File: config.mk
export PLATFORM = sky130hd
export DESIGN_NAME = layer_sequencer
export DESIGN_NICKNAME = d
export VERILOG_FILES = /design/src/rtl/layer_sequencer.sv
export SDC_FILE = /design/constraint.sdc
export NUM_CORES = 1
export LEC_CHECK = 0
export CAP_MARGIN = 20
export CORE_MARGIN = 3
export CORE_UTILIZATION = 28
export DETAILED_ROUTE_END_ITERATION = 8
export GPL_TIMING_DRIVEN = 0
export PLACE_DENSITY_LB_ADDON = 0.3
export SLEW_MARGIN = 0
export SYNTH_ARGS = -nofsm -noshare
export SYNTH_HDL_FRONTEND = slang
export SYNTH_SLANG_ARGS = --single-unit
File: constraint.sdc
create_clock -name CLOCK -period 2.2 [get_ports CLOCK]
set_input_delay 0.44 -clock CLOCK [delete_from_list [all_inputs] [get_ports CLOCK]]
set_output_delay 0.44 -clock CLOCK [all_outputs]
set_load 0.01 [all_outputs]
File: src/rtl/layer_sequencer.sv
// Purpose : steps input/neuron indices for one fully-connected layer and drives MAC and writeback.
// Latency : per neuron 1 (clear) + in_max+1 (accumulate) + MAC_LAT (drain) + 1 (write) cycles, plus 1 done cycle per layer.
// Backpr. : WRITE holds wb_valid and neuron_addr until wb_ready is seen at a rising edge.
//
// Ports:
//   CLOCK, resetn            clock and asynchronous active-low reset
//   start, abort             begin a layer (IDLE only) / return to IDLE from any state
//   in_max, n_max            last input / neuron index, latched when start is accepted
//   in_addr, neuron_addr     current input column and neuron row
//   mac_clear, mac_en        accumulator clear and accumulate strobes
//   wb_valid, wb_ready       neuron result writeback handshake
//   busy, done               activity flag and one-cycle end-of-layer pulse
module layer_sequencer #(
    parameter int IDX_W   = 5,
    parameter int MAC_LAT = 2
) (
    input  logic             CLOCK,
    input  logic             resetn,
    input  logic             start,
    input  logic             abort,
    input  logic [IDX_W-1:0] in_max,
    input  logic [IDX_W-1:0] n_max,
    output logic [IDX_W-1:0] in_addr,
    output logic [IDX_W-1:0] neuron_addr,
    output logic             mac_clear,
    output logic             mac_en,
    output logic             wb_valid,
    input  logic             wb_ready,
    output logic             busy,
    output logic             done
);

    // Drain counter is 4 bits wide, enough for MAC_LAT up to 15.
    localparam logic [3:0] LAT = 4'(MAC_LAT);

    typedef enum logic [2:0] {
        S_IDLE,
        S_CLEAR,
        S_ACCUM,
        S_DRAIN,
        S_WRITE,
        S_DONE
    } state_t;

    state_t           state_q, state_d;
    logic [IDX_W-1:0] in_addr_q, in_addr_d;
    logic [IDX_W-1:0] neuron_q, neuron_d;
    logic [IDX_W-1:0] in_max_q, in_max_d;
    logic [IDX_W-1:0] n_max_q, n_max_d;
    logic [3:0]       drain_q, drain_d;

    logic mac_clear_q, mac_en_q, wb_valid_q, busy_q, done_q;

    // Next-state logic. Abort overrides everything, including start and the
    // writeback handshake on the same edge.
    always_comb begin
        state_d   = state_q;
        in_addr_d = in_addr_q;
        neuron_d  = neuron_q;
        in_max_d  = in_max_q;
        n_max_d   = n_max_q;
        drain_d   = drain_q;

        if (abort) begin
            state_d   = S_IDLE;
            in_addr_d = '0;
            neuron_d  = '0;
            drain_d   = '0;
        end else begin
            case (state_q)
                S_IDLE: begin
                    if (start) begin
                        in_max_d  = in_max;
                        n_max_d   = n_max;
                        neuron_d  = '0;
                        in_addr_d = '0;
                        state_d   = S_CLEAR;
                    end
                end
                S_CLEAR: begin
                    in_addr_d = '0;
                    state_d   = S_ACCUM;
                end
                S_ACCUM: begin
                    // Equality compare against the latched max, so an all-ones
                    // max finishes without the index ever wrapping.
                    if (in_addr_q == in_max_q) begin
                        if (LAT == 4'd0) begin
                            state_d = S_WRITE;
                        end else begin
                            drain_d = LAT;
                            state_d = S_DRAIN;
                        end
                    end else begin
                        in_addr_d = in_addr_q + 1'b1;
                    end
                end
                S_DRAIN: begin
                    if (drain_q <= 4'd1) begin
                        drain_d = '0;
                        state_d = S_WRITE;
                    end else begin
                        drain_d = drain_q - 4'd1;
                    end
                end
                S_WRITE: begin
                    if (wb_ready) begin
                        if (neuron_q == n_max_q) begin
                            state_d = S_DONE;
                        end else begin
                            neuron_d  = neuron_q + 1'b1;
                            in_addr_d = '0;
                            state_d   = S_CLEAR;
                        end
                    end
                end
                S_DONE: begin
                    in_addr_d = '0;
                    neuron_d  = '0;
                    state_d   = S_IDLE;
                end
                default: begin
                    in_addr_d = '0;
                    neuron_d  = '0;
                    drain_d   = '0;
                    state_d   = S_IDLE;
                end
            endcase
        end
    end

    // Outputs are decoded from the next state and registered alongside it,
    // so they change exactly when the state does and have no input paths.
    always_ff @(posedge CLOCK or negedge resetn) begin
        if (!resetn) begin
            state_q     <= S_IDLE;
            in_addr_q   <= '0;
            neuron_q    <= '0;
            in_max_q    <= '0;
            n_max_q     <= '0;
            drain_q     <= '0;
            mac_clear_q <= 1'b0;
            mac_en_q    <= 1'b0;
            wb_valid_q  <= 1'b0;
            busy_q      <= 1'b0;
            done_q      <= 1'b0;
        end else begin
            state_q     <= state_d;
            in_addr_q   <= in_addr_d;
            neuron_q    <= neuron_d;
            in_max_q    <= in_max_d;
            n_max_q     <= n_max_d;
            drain_q     <= drain_d;
            mac_clear_q <= (state_d == S_CLEAR);
            mac_en_q    <= (state_d == S_ACCUM);
            wb_valid_q  <= (state_d == S_WRITE);
            busy_q      <= (state_d != S_IDLE);
            done_q      <= (state_d == S_DONE);
        end
    end

    assign in_addr     = in_addr_q;
    assign neuron_addr = neuron_q;
    assign mac_clear   = mac_clear_q;
    assign mac_en      = mac_en_q;
    assign wb_valid    = wb_valid_q;
    assign busy        = busy_q;
    assign done        = done_q;

endmodule

==> out/summary.txt <==
FLOORPLAN
-------------------------------------------------------------------------------------
I/O pin total                                                                      30
Die X-Extent                                                                  83.1 um
Starting density of the core                                                    0.295
Area of the placeable core                                               0.00564 sq mm
Std-Cell Rows                                                                      27
DIE AREA                                                                 0.00690 sq mm
Vert. Die Dim                                                                 83.1 um

ROUTE
-------------------------------------------------------------------------------------
Detailed-route wire length                                                    3490 um
DRC Markers                                                                         0
Count of antenna-violating nets left after detailed routing                         0
Via count normalized by instance count                                           4.93
First drt pass iteration count                                                      4
Total number of vias                                                             1288
Iteration-0 DRC Markers                                                            60
Wirelength per Cell                                                           13.4 um

GLOBAL ROUTE
-------------------------------------------------------------------------------------
GRT Util Overall                                                                0.108
Remaining Overflow, GRT                                                             0
Number of global-route vias before repair                                        1259
Maximum number of pins on one net before global-route repair                       33
Antenna violations before repair                                                    0
First-pass GRT wire length                                                    6090 um

SYNTHESIS
-------------------------------------------------------------------------------------
Post-synth top flop                                                           dfrtp_1
Fraction of the yosys area taken by sequential cells                            0.481
Number of enable flip-flop cells after synthesis                                    0
Mapped Nets                                                                       172
Async set or reset register ratio after synthesis                                1.00
Syn Inst Count                                                                    153
Per-instance average area after synthesis                                  10.9 sq um
Library cells used by synthesis                                                    43
Total number of yosys warnings                                                      0
Synthesized area                                                         0.00166 sq mm
Total of flip-flops plus latches after synthesis                                   32

CLOCK TREE
-------------------------------------------------------------------------------------
Worst-case clock buffer depth                                                       2
Total of hold buffers inserted after clock tree synthesis                           0
Clock-pin slew of the registers on the worst-case setup and hold paths        0.07 ns
TritonCTS clock tree                                                              yes
Clock Root Buffer                                                            clkbuf_8
Skew-Pair Late Insertion Delay                                                0.29 ns
Sinks on Clock Net                                                                 32
Clock buffers created by TritonCTS                                                  5
# H-tree levels                                                                     2

PLACE
-------------------------------------------------------------------------------------
Buffers on Ports                                                                   28
Detailed-placement wirelength estimate                                        2480 um
Last weighted congestion value of the routability-driven placer                 0.753

CRITICAL PATH
-------------------------------------------------------------------------------------
Critical Path AT                                                              2.21 ns
Startpoint of the lowest-slack register-to-register path                   state_q[1]
Data required time of the worst path                                          2.37 ns
CP Capture Type                                                             flip-flop
Startpoint type of the worst setup path                                     flip-flop
Critical register-to-register path endpoint                              neuron_addr[2]
Critical Setup Path Class                                                flip-flop to flip-flop
Largest fanout of any net on the critical path                                      9
Length in cells of the worst reg-to-reg path                                        6
Reg-to-reg slack, setup                                                       0.15 ns

TIMING
-------------------------------------------------------------------------------------
Count of pins over their slew limit                                                 0
Worst Tran Pin Value                                                         0.734 ns
Period Utilization, post-route                                                  0.930
Setup-violating endpoint count in the final report                                  0
Clock skew                                                                 0.00612 ns
Final TNS setup                                                                  0 ns
Achievable frequency                                                        0.489 GHz
Final Critical Period                                                         2.05 ns
Unrepaired setup endpoints after global routing                                    no
Worst slew margin                                                               0.511
Hold Worst Slack                                                             0.210 ns
Final-report hold violation count                                                   0

RUN
-------------------------------------------------------------------------------------
Max capacitance violation total                                                     0

FINISH
-------------------------------------------------------------------------------------
Most used cells in the layout excluding fill and tap cells               dfrtp_1, clkdlybuf4s50_1, nor2_1, mux2_2, xor2_1
Most frequent standard cell in the layout excluding fill and tap cells        dfrtp_1
Final antenna diode count                                                           0
Layout cell share with drive strength beyond 1                                  0.169
Area Growth Syn to Fin                                                          28.3%
Final Net Count                                                                   207

POWER
-------------------------------------------------------------------------------------
Leakage Power                                                             0.000966 uW
Power per cell area                                                       677 mW/mm^2
Largest voltage drop on the vdd net                                        0.000334 V

WORST HOLD PATH
-------------------------------------------------------------------------------------
Hold Path Class                                                          input port to asynchronous set/reset pin

OUTCOME
-------------------------------------------------------------------------------------
Result of the run                                                        finished, final reports clean

cell usage after synthesis, types with 4 or more instances:
cell type / instances / area, sq um
inv_1: 7 / 26.3
nand3_1: 8 / 40.0
ha_1: 4 / 50.1
nand2_1: 7 / 26.3
a21oi_1: 6 / 30.0
dfrtp_1: 32 / 801
nor2_1: 12 / 45.0
xor2_1: 10 / 87.6
mux2_2: 12 / 135
o21ai_0: 7 / 35.0
power breakdown:
group	internal, uW	leakage [uW]	switching (uW)
Clock	255	0.0000455	210
Combinational	142	0.000499	134
Sequential	658	0.000421	48.1
Total	1050	0.000966	392
layer usage:
layer | global-route usage | wire length (um) | part of all wire | vias to the layer above
met4 | 0.0401 | 65 | 0.019 | 0
met3 | 0.0367 | 188 | 0.054 | 7
met2 | 0.161 | 1540 | 0.44 | 36
li1 | - | - | - | 626
met1 | 0.144 | 1690 | 0.49 | 619
met5 | 0 | 0 | 0 | -
state kept, by name (all words and copies together) (netlist names):
name and cells:
mac_clear 1, busy 1, wb_valid 1, state_q 3
n_max_q 5, in_max_q 5, neuron_addr 5, in_addr 5
mac_en 1, drain_q 4, done 1
final cells by class:
| class | instances | area, sq um |
|---|---|---|
| Fill cell | 557 | 3510 |
| Timing Repair Buffer | 28 | 275 |
| Multi-Input combinational cell | 110 | 827 |
| Tap cell | 72 | 90.1 |
| Inverter | 7 | 26.3 |
| Clock buffer | 8 | 90.1 |
| Sequential cell | 32 | 801 |
| Buffer | 4 | 26.3 |
through the flow:
step | cell area [sq um] | power (uW) | std cells | utilization | setup WS, ns
floorplan | 1660 | 892 | 153 | - | 0.323
global placement | 2030 | 988 | 253 | 0.361 | 0.00128
detailed placement | 2030 | 992 | 253 | 0.360 | 0.0244
CTS | 2120 | 1460 | 261 | 0.376 | 0.140
global route | 2140 | 1530 | 261 | 0.379 | 0.0322
finish | 2140 | 1450 | 261 | 0.379 | 0.154
logic make-up after synthesis:
logic type	Yosys count	share of synthesized area
AOI/OAI and AO/OA	33	0.141
DFF	32	0.481
and+or+nand+nor	49	0.171
muxes	12	0.0812
buffers and inverters	11	0.0316
xor gates and xnor gates	12	0.0632
adders and majority gates	4	0.0301
timing repair:
action,4_1_cts,5_1_grt
endpoints found under the setup margin,0,6
gates resized for setup,0,3
buffers inserted,0,0
critical path, cell delays in order (launching register included):
cell,delay (ns)
dfrtp_1,0.37
buf_6,0.14
or3b_4,0.42
nor4_4,0.35
a21oi_1,0.19
and3b_1,0.20
a221o_1,0.26
worst max path at each step:
| stage | from | endpoint | slack (ns) | cells after the start |
|---|---|---|---|---|
| finish | state_q[1] | neuron_addr[2] | 0.15 | 6 |
| global route | state_q[0] | neuron_addr[2] | 0.03 | 5 |
| CTS | state_q[2] | neuron_addr[4] | 0.14 | 6 |
| detailed placement | abort | neuron_addr[4] | 0.02 | 6 |
| global placement | resetn | in_max_q[4] | 0.001 | 1 |
| floorplan | state_q[1] | neuron_addr[2] | 0.32 | 6 |
(Power assumes the default switching activity.)
